[config.mk]
export PLATFORM = sky130hd
export DESIGN_NAME = tl_d_resp_arb_fifo
export DESIGN_NICKNAME = d
export VERILOG_FILES = /design/src/rtl/tl_d_resp_arb_fifo.sv
export SDC_FILE = /design/constraint.sdc
export NUM_CORES = 1
export LEC_CHECK = 0
export ABC_CLOCK_PERIOD_IN_PS = 3300
export CORE_MARGIN = 2
export CORE_UTILIZATION = 50
export CTS_BUF_LIST = sky130_fd_sc_hd__clkbuf_4
export CTS_CLUSTER_SIZE = 28
export DETAILED_ROUTE_END_ITERATION = 7
export PLACE_DENSITY = 0.72
export SYNTH_ARGS = -nofsm -noshare
export SYNTH_HDL_FRONTEND = slang
export SYNTH_SLANG_ARGS = --single-unit
[constraint.sdc]
create_clock -name clk -period 3.3 [get_ports clk]
set_input_delay 0.33 -clock clk [delete_from_list [all_inputs] [get_ports clk]]
set_output_delay 0.33 -clock clk [all_outputs]
set_load 0.1 [all_outputs]
[src/rtl/tl_d_resp_arb_fifo.sv]
// tl_d_resp_arb_fifo: multi-channel TileLink D-channel response buffer.
// NUM_CH independent FIFOs (DEPTH entries each) are merged onto one D-channel
// output by a round-robin (ARB_MODE 0) or fixed-priority (ARB_MODE 1) arbiter.
//
// Ports:
//   clk, rst_n   clock, asynchronous active-low reset
//   in_req       per-channel response beat
//   enq_valid    per-channel push request
//   enq_ready    per-channel FIFO not full
//   almost_full  per-channel level >= AF_THRESH
//   level        per-channel occupancy, channel k at [k*LW +: LW]
//   d_valid      output beat available
//   d_ready      downstream accepts beat
//   out_req      head entry of the granted channel ('0 when idle)
//   out_ch       index of the granted channel
//   ovf_err      sticky per-channel overflow (push while full)
//   clr_err      synchronous clear of ovf_err

package tl_d_pkg;
  typedef struct packed {
    logic [2:0]  d_opcode;
    logic [2:0]  d_param;
    logic [1:0]  d_size;
    logic [7:0]  d_source;
    logic        d_sink;
    logic        d_denied;
    logic [31:0] d_data;
    logic        d_corrupt;
  } tl_d_channel;
endpackage

module tl_d_resp_arb_fifo
  import tl_d_pkg::*;
#(
  parameter int NUM_CH    = 2,
  parameter int DEPTH     = 4,
  parameter int AF_THRESH = DEPTH - 1,
  parameter int ARB_MODE  = 0,
  localparam int LW = $clog2(DEPTH) + 1,
  localparam int CW = (NUM_CH > 1) ? $clog2(NUM_CH) : 1
) (
  input  logic                 clk,
  input  logic                 rst_n,
  input  tl_d_channel          in_req [NUM_CH],
  input  logic [NUM_CH-1:0]    enq_valid,
  output logic [NUM_CH-1:0]    enq_ready,
  output logic [NUM_CH-1:0]    almost_full,
  output logic [NUM_CH*LW-1:0] level,
  output logic                 d_valid,
  input  logic                 d_ready,
  output tl_d_channel          out_req,
  output logic [CW-1:0]        out_ch,
  output logic [NUM_CH-1:0]    ovf_err,
  input  logic                 clr_err
);

  localparam int PW = $clog2(DEPTH);

  tl_d_channel       mem    [NUM_CH][DEPTH];
  logic [PW-1:0]     wr_ptr [NUM_CH];
  logic [PW-1:0]     rd_ptr [NUM_CH];
  logic [LW-1:0]     lvl    [NUM_CH];
  logic [NUM_CH-1:0] non_empty;
  logic [NUM_CH-1:0] push;
  logic [NUM_CH-1:0] pop;
  logic [CW-1:0]     rr_ptr;
  logic [CW-1:0]     locked_ch;
  logic [CW-1:0]     grant;
  logic [CW-1:0]     rr_next;
  logic              lock;
  logic              hs;

  // Channel index addition modulo NUM_CH.
  function automatic logic [CW-1:0] wrap_add(input logic [CW-1:0] a, input int b);
    int s;
    s = int'(a) + b;
    if (s >= NUM_CH) s = s - NUM_CH;
    return CW'(s);
  endfunction

  always_comb begin
    for (int k = 0; k < NUM_CH; k++) begin
      non_empty[k]          = (lvl[k] != '0);
      enq_ready[k]          = (lvl[k] != LW'(DEPTH));
      almost_full[k]        = (int'(lvl[k]) >= AF_THRESH);
      level[k*LW +: LW]     = lvl[k];
    end
  end

  // Grant: a stalled beat keeps its channel; otherwise search the requesters.
  // Loops run downward so the lowest search offset is the final winner.
  always_comb begin
    grant = '0;
    if (lock) begin
      grant = locked_ch;
    end else if (ARB_MODE == 1) begin
      for (int i = NUM_CH - 1; i >= 0; i--)
        if (non_empty[i]) grant = CW'(i);
    end else begin
      for (int i = NUM_CH - 1; i >= 0; i--)
        if (non_empty[wrap_add(rr_ptr, i)]) grant = wrap_add(rr_ptr, i);
    end
  end

  assign d_valid = |non_empty;
  assign hs      = d_valid && d_ready;
  assign out_req = d_valid ? mem[grant][rd_ptr[grant]] : '0;
  assign out_ch  = grant;
  assign rr_next = wrap_add(grant, 1);

  always_comb begin
    for (int k = 0; k < NUM_CH; k++) begin
      push[k] = enq_valid[k] && enq_ready[k];
      pop[k]  = hs && (grant == CW'(k));
    end
  end

  // Storage carries no reset; levels gate every read.
  always_ff @(posedge clk) begin
    for (int k = 0; k < NUM_CH; k++)
      if (push[k]) mem[k][wr_ptr[k]] <= in_req[k];
  end

  always_ff @(posedge clk or negedge rst_n) begin
    if (!rst_n) begin
      for (int k = 0; k < NUM_CH; k++) begin
        wr_ptr[k] <= '0;
        rd_ptr[k] <= '0;
        lvl[k]    <= '0;
      end
      ovf_err   <= '0;
      rr_ptr    <= '0;
      lock      <= 1'b0;
      locked_ch <= '0;
    end else begin
      for (int k = 0; k < NUM_CH; k++) begin
        if (push[k]) wr_ptr[k] <= wr_ptr[k] + 1'b1;
        if (pop[k])  rd_ptr[k] <= rd_ptr[k] + 1'b1;
        case ({push[k], pop[k]})
          2'b10:   lvl[k] <= lvl[k] + 1'b1;
          2'b01:   lvl[k] <= lvl[k] - 1'b1;
          default: lvl[k] <= lvl[k];
        endcase
        // A new overflow wins over a same-cycle clear.
        if (enq_valid[k] && !enq_ready[k]) ovf_err[k] <= 1'b1;
        else if (clr_err)                  ovf_err[k] <= 1'b0;
      end
      if (hs) begin
        lock <= 1'b0;
        if (ARB_MODE == 0) rr_ptr <= rr_next;
      end else if (d_valid) begin
        lock      <= 1'b1;
        locked_ch <= grant;
      end
    end
  end

endmodule
Yosys cells after proc, flatten, opt, wreduce, memory -nomap -nowiden
Memories as Yosys holds them, arrays and structs flattened.
Index checks and enable logic that the tools add are counted.
- reduce and logical (&&, ||, !) cells: 20
- $add $sub $neg: 13
- bitwise gates (word level): 6
- eq/ne operators: 6
- mux-type cells: 34
- order comparisons: 13
- operators with widths (kind ; count):
    two-way mux 204 bit ; 2
    two-way mux 51 bit ; 5
    demux 51 bit (select 2 bit) ; 2
    binary-select mux 51 bit (select 2 bit) ; 1
    two-way mux 1 bit ; 19
    one-hot mux 3 bit (2 select lines) ; 2
    nonzero test 2 bit ; 5
    >= comparator 3 bit, second input constant ; 3
    logical AND 1 bit ; 9
    inverter 2 -> 3 bit ; 3
    adder 2 x 1 -> 2 bit, second input constant ; 4
    adder 3 x 1 -> 3 bit, second input constant ; 2
    >= comparator 2 bit, second input constant ; 3
    >= comparator 3 x 2 -> 1 bit, second input constant ; 2
    less-than comparator 3 x 1 -> 1 bit, second input constant ; 2
    two-way mux 2 bit ; 3
    inequality test 3 bit, second input constant ; 2
    nonzero test 3 bit ; 2
    subtractor 3 x 1 -> 3 bit, second input constant ; 2
    adder 1 x 1 -> 2 bit, second input constant ; 2
    equality test 2 x 1 -> 1 bit, second input constant ; 2
    equality test 2 bit, second input constant ; 2
    less-than comparator 1 x 2 -> 1 bit, second input constant ; 2
    subtractor 1 bit, second input constant ; 3
    other kinds (6) ; 8
- logic and storage cells: 104
- register bits after elaboration: 19
- output and inout bits: 65
- memory bits (writable): 408
- bits of input ports: 108
- memories kept: 1
- memory list (name ; depth ; width ; rd ports ; clocked after Yosys merged registers in ; write ports ; RTL line ; text):
    mem ; 2 ; 204 ; 1 ; 0 ; 2 ; 59 ; tl_d_channel mem [NUM_CH][DEPTH];

Longest topological paths before layout
- depth in word-level cells: 18
- depth in mapped cells: 11
- gate-level depth less buffers: 10

Worst setup path before layout
OpenSTA, ideal clock, no wires.
- path type: reg2out
- start: register lvl, in the netlist level[0]
- end: output port out_req[41] (netlist bit)
- path buffers: 1
- arrival time: 3.647 ns
- data required time: 2.970 ns
- stages on the path, launching flop included: 7
- setup slack: -0.677 ns
- cells stage by stage: dfrtp_1 nor3_1 o311ai_4 inv_4 buf_2 nand2_1 a21oi_1
- RTL lines (item ; RTL line ; text):
    start, declared ; 62 ; logic [LW-1:0] lvl [NUM_CH];
    start signal, assigned by index ; 140 ; 2'b10: lvl[k] <= lvl[k] + 1'b1;
    start signal, assigned by index ; 141 ; 2'b01: lvl[k] <= lvl[k] - 1'b1;
    start signal, assigned by index ; 142 ; default: lvl[k] <= lvl[k];
    end, declared ; 51 ; output tl_d_channel out_req,

==> impl_results.html <==
<table>
<tr><th>Metric</th><th>Value</th></tr>
<tr><th colspan="2">Layout</th></tr>
<tr><td>Share of post-route cells with drive strength above 1</td><td>0.362</td></tr>
<tr><td>Non-Filler Cell Area, Final</td><td>0.0210 sq mm</td></tr>
<tr><td>Final cell count without fillers</td><td>1589</td></tr>
<tr><td>Area growth syn-to-layout</td><td>27.6%</td></tr>
<tr><td>Final #Nets</td><td>1178</td></tr>
<tr><th colspan="2">Worst setup path</th></tr>
<tr><td>CP Launch Point</td><td>level[1]</td></tr>
<tr><td>Nature of the critical path startpoint</td><td>flip-flop</td></tr>
<tr><td>Worst reg2reg path startpoint</td><td>level[3]</td></tr>
<tr><td>Register-to-Register Path Depth</td><td>11</td></tr>
<tr><td>Capture point of the critical path</td><td>out_req[15]</td></tr>
<tr><td>R2R setup slack</td><td>0.51 ns</td></tr>
<tr><td>Worst endpoint required time</td><td>2.97 ns</td></tr>
<tr><td>Worst Path Max Fanout</td><td>20</td></tr>
<tr><td>Data arrival at the endpoint of the critical path</td><td>2.88 ns</td></tr>
<tr><td>Worst reg2reg path endpoint</td><td>level[2]</td></tr>
<tr><td>Class of the most critical setup path</td><td>flip-flop to primary output</td></tr>
<tr><td>CP endpoint kind</td><td>primary output</td></tr>
<tr><th colspan="2">Drt</th></tr>
<tr><td>Total number of vias</td><td>8585</td></tr>
<tr><td>Final wirelength</td><td>34600 um</td></tr>
<tr><td>Wirelength per Cell</td><td>21.8 um</td></tr>
<tr><td>Total iterations of the first detailed-routing run</td><td>7</td></tr>
<tr><td>Routed via count divided by cell count</td><td>5.40</td></tr>
<tr><td>Number of antenna-violating nets in the routed design</td><td>0</td></tr>
<tr><td>Count of routing violations after the opening detailed-route iteration</td><td>604</td></tr>
<tr><td>Total DRC errors in the routed layout</td><td>0</td></tr>
<tr><th colspan="2">Clock tree</th></tr>
<tr><td>Clock Pin Slew Worst Setup and Hold Paths</td><td>0.07 ns</td></tr>
<tr><td>Maximum buffer depth of the clock tree</td><td>3</td></tr>
<tr><td>Number of sinks on the clock net</td><td>427</td></tr>
<tr><td>H-tree lvl count</td><td>3</td></tr>
<tr><td>Clock root buffer</td><td>sky130_fd_sc_hd__clkbuf_4</td></tr>
<tr><td>CTS Buf Count</td><td>107</td></tr>
<tr><td>Count of hold-fix buffers inserted at cts</td><td>0</td></tr>
<tr><td>Latest clock arrival within the worst-skew pair</td><td>0.78 ns</td></tr>
<tr><td>Clock tree from TritonCTS</td><td>done</td></tr>
<tr><th colspan="2">Floorplan</th></tr>
<tr><td>Die H</td><td>185 um</td></tr>
<tr><td># IOs</td><td>173</td></tr>
<tr><td>Width of the chip</td><td>185 um</td></tr>
<tr><td># rows</td><td>66</td></tr>
<tr><td>Die Footprint</td><td>0.0344 sq mm</td></tr>
<tr><td>Initial Util</td><td>0.507</td></tr>
<tr><td>Core box area</td><td>0.0325 sq mm</td></tr>
<tr><th colspan="2">Outcome</th></tr>
<tr><td>Outcome</td><td>complete, no violations</td></tr>
<tr><th colspan="2">Timing</th></tr>
<tr><td>Final setup skew</td><td>0.0420 ns</td></tr>
<tr><td>Unrepaired setup endpoints after global routing</td><td>true</td></tr>
<tr><td>Final Max Tran Viols</td><td>0</td></tr>
<tr><td>Total setup violations reported at the end of the flow</td><td>0</td></tr>
<tr><td>Final Hold Slack</td><td>0.0667 ns</td></tr>
<tr><td>Minimum clock period after layout</td><td>3.21 ns</td></tr>
<tr><td>Post-layout worst setup margin</td><td>0.0922 ns</td></tr>
<tr><td>Ratio of final minimum period to clock period</td><td>0.972</td></tr>
<tr><td>Count of endpoints failing hold in the final timing report</td><td>0</td></tr>
<tr><td>Slew of the pin with the lowest slew margin</td><td>0.995 ns</td></tr>
<tr><td>Relative slew slack</td><td>0.335</td></tr>
<tr><td>Achievable Freq</td><td>0.312 GHz</td></tr>
<tr><th colspan="2">GRT</th></tr>
<tr><td>Number of antenna violations at the first check in global routing</td><td>4</td></tr>
<tr><td>Gr usage total</td><td>0.209</td></tr>
<tr><td>Pin count of the biggest net entering global routing</td><td>54</td></tr>
<tr><td>Via count of the first global-routing pass</td><td>9126</td></tr>
<tr><td>Total congestion overflow after global routing</td><td>0</td></tr>
<tr><td>Wire length of the first global-routing pass</td><td>52000 um</td></tr>
<tr><th colspan="2">Place</th></tr>
<tr><td>Worst slack at placement</td><td>0.445 ns</td></tr>
<tr><td>DP Cell Count</td><td>1386</td></tr>
<tr><td>Placed inst area</td><td>0.0195 sq mm</td></tr>
<tr><td>Routability-driven placement congestion ratio</td><td>0.707</td></tr>
<tr><td>DP HPWL</td><td>19300 um</td></tr>
<tr><td>Number of buffers added on ports</td><td>172</td></tr>
<tr><th colspan="2">Min path</th></tr>
<tr><td>Worst Hold Class</td><td>input pin to async pin</td></tr>
<tr><th colspan="2">Yosys</th></tr>
<tr><td>Primary FF master, synth</td><td>sky130_fd_sc_hd__edfxtp_1</td></tr>
<tr><td>Post-synthesis sequential area ratio</td><td>0.773</td></tr>
<tr><td>Warnings, synthesis</td><td>0</td></tr>
<tr><td>Count of flip-flops with a built-in enable after synthesis</td><td>408</td></tr>
<tr><td>Synth cell types</td><td>31</td></tr>
<tr><td>Mean post-synth cell area</td><td>20.6 sq um</td></tr>
<tr><td>Post-Syn Area</td><td>0.0165 sq mm</td></tr>
<tr><td>Share of synthesized registers carrying an async set or reset</td><td>0.0445</td></tr>
<tr><td>Post-Syn Instances</td><td>800</td></tr>
<tr><td>Syn nets</td><td>920</td></tr>
<tr><td>Number of storage elements in the synthesis netlist</td><td>427</td></tr>
<tr><th colspan="2">Run</th></tr>
<tr><td>Max-cap violations</td><td>0</td></tr>
</table>
[repair_timing]
action	CTS	global route
pin swaps	4	2
setup buffers	4	0
gates cloned	0	1
endpoints found under the setup margin	52	49
resized for setup	6	0
[layout make-up]
class	count	area [sq um]
Timing Repair Buffer	189	2510
Tap cell	442	553
Clock buffer	157	1180
Fill cell	2236	11400
Multi-Input combinational cell	320	3770
Antenna cell	4	10.0
Sequential cell	427	12700
Clock inverter	37	193
Inverter	13	53.8
[flip-flops by register name, summed over array words and instances (netlist names)]
register / count
rr_ptr: 1
mem: 408
rd_ptr: 4
wr_ptr: 4
lock: 1
locked_ch: 1
level: 6
ovf_err: 2
[layer usage]
metal / track usage / up-vias / routed length (um)
met3: 0.0535 / 61 / 2140
li1: - / 3834 / -
met4: 0.0765 / 0 / 747
met1: 0.278 / 4390 / 14600
met5: 0 / - / 0
met2: 0.336 / 300 / 17100
[cell families (layout without fill, tap and decap cells)]
group | count (synthesis) | in the layout | synth area share
AO/OA/AOI/OAI | 61 | 61 | 0.0209
XOR/XNOR | 12 | 12 | 0.00639
other | 0 | 4 | 0
flip-flops | 427 | 427 | 0.773
multiplexers | 105 | 105 | 0.142
adder cells (fa/ha/maj) | 12 | 12 | 0.0100
AND/OR/NAND/NOR | 130 | 130 | 0.0325
buffers and inverters | 53 | 396 | 0.0154
[worst min-delay path by stage]
stage | startpoint | endpoint | slack (ns) | cells after the start
finish | rst_n | rd_ptr[0] | 0.07 | 1
global route | rst_n | rd_ptr[2] | 0.09 | 1
CTS | rst_n | rd_ptr[0] | 0.03 | 1
detailed placement | ovf_err[0] | ovf_err[0] | 0.48 | 1
global placement | ovf_err[0] | ovf_err[0] | 0.48 | 1
floorplan | rst_n | level[0] | 0.03 | 0
[stage by stage]
step	TNS [ns]	utilization
finish	0	0.647
global route	-1.61	0.647
CTS	0	0.646
detailed placement	0	0.601
global placement	0	0.601
floorplan	-0.718	-
[cell usage after synthesis (2+ instances only)]
library cell               instances  area [sq um]
sky130_fd_sc_hd__xor2_1            6          52.6
sky130_fd_sc_hd__xnor2_1           6          52.6
sky130_fd_sc_hd__buf_4             2          15.0
sky130_fd_sc_hd__nor2_1            6          22.5
sky130_fd_sc_hd__nand4_1           2          12.5
sky130_fd_sc_hd__buf_2            18          90.1
sky130_fd_sc_hd__clkbuf_1         17          63.8
sky130_fd_sc_hd__ha_1             10           125
sky130_fd_sc_hd__nand2_1         107           402
sky130_fd_sc_hd__buf_6             3          33.8
sky130_fd_sc_hd__a21oi_1          53           265
sky130_fd_sc_hd__nor3_1            2          10.0
sky130_fd_sc_hd__a21o_1            2          15.0
sky130_fd_sc_hd__mux2_2            2          22.5
sky130_fd_sc_hd__edfxtp_1        408         12300
sky130_fd_sc_hd__inv_1            11          41.3
sky130_fd_sc_hd__fa_1              2          40.0
sky130_fd_sc_hd__a32o_1            2          20.0
sky130_fd_sc_hd__and3_1            9          56.3
sky130_fd_sc_hd__o21ai_0           2          10.0
sky130_fd_sc_hd__mux4_2          102          2300
sky130_fd_sc_hd__dfrtp_1          19           475
[critical path, cell delays in order, from the launching register on]
cell	delay, ns
sky130_fd_sc_hd__dfrtp_1	0.44
sky130_fd_sc_hd__nor3_2	0.31
sky130_fd_sc_hd__o311ai_4	0.15
sky130_fd_sc_hd__buf_12	0.17
sky130_fd_sc_hd__inv_6	0.16
sky130_fd_sc_hd__buf_4	0.31
sky130_fd_sc_hd__nand2_1	0.13
sky130_fd_sc_hd__a21oi_2	0.22
sky130_fd_sc_hd__buf_12	0.20
[cells in the final DEF, fill, tap and decap left out, drive strengths merged, types with 2 or more instances in the layout]
cell type,count
edfxtp,408
clkbuf,158
clkdlybuf4s50,117
nand2,107
mux4,102
buf,71
a21oi,53
clkinv,33
dfrtp,19
inv,15
ha,10
and3,10
nor2,6
xnor2,6
xor2,6
diode,4
a21o,2
o21ai,2
a32o,2
mux2,2
nand4,2
fa,2
nor3,2
Power is not shown: default switching activity piles up to over one toggle a cycle in this logic, so the estimate is an artifact.
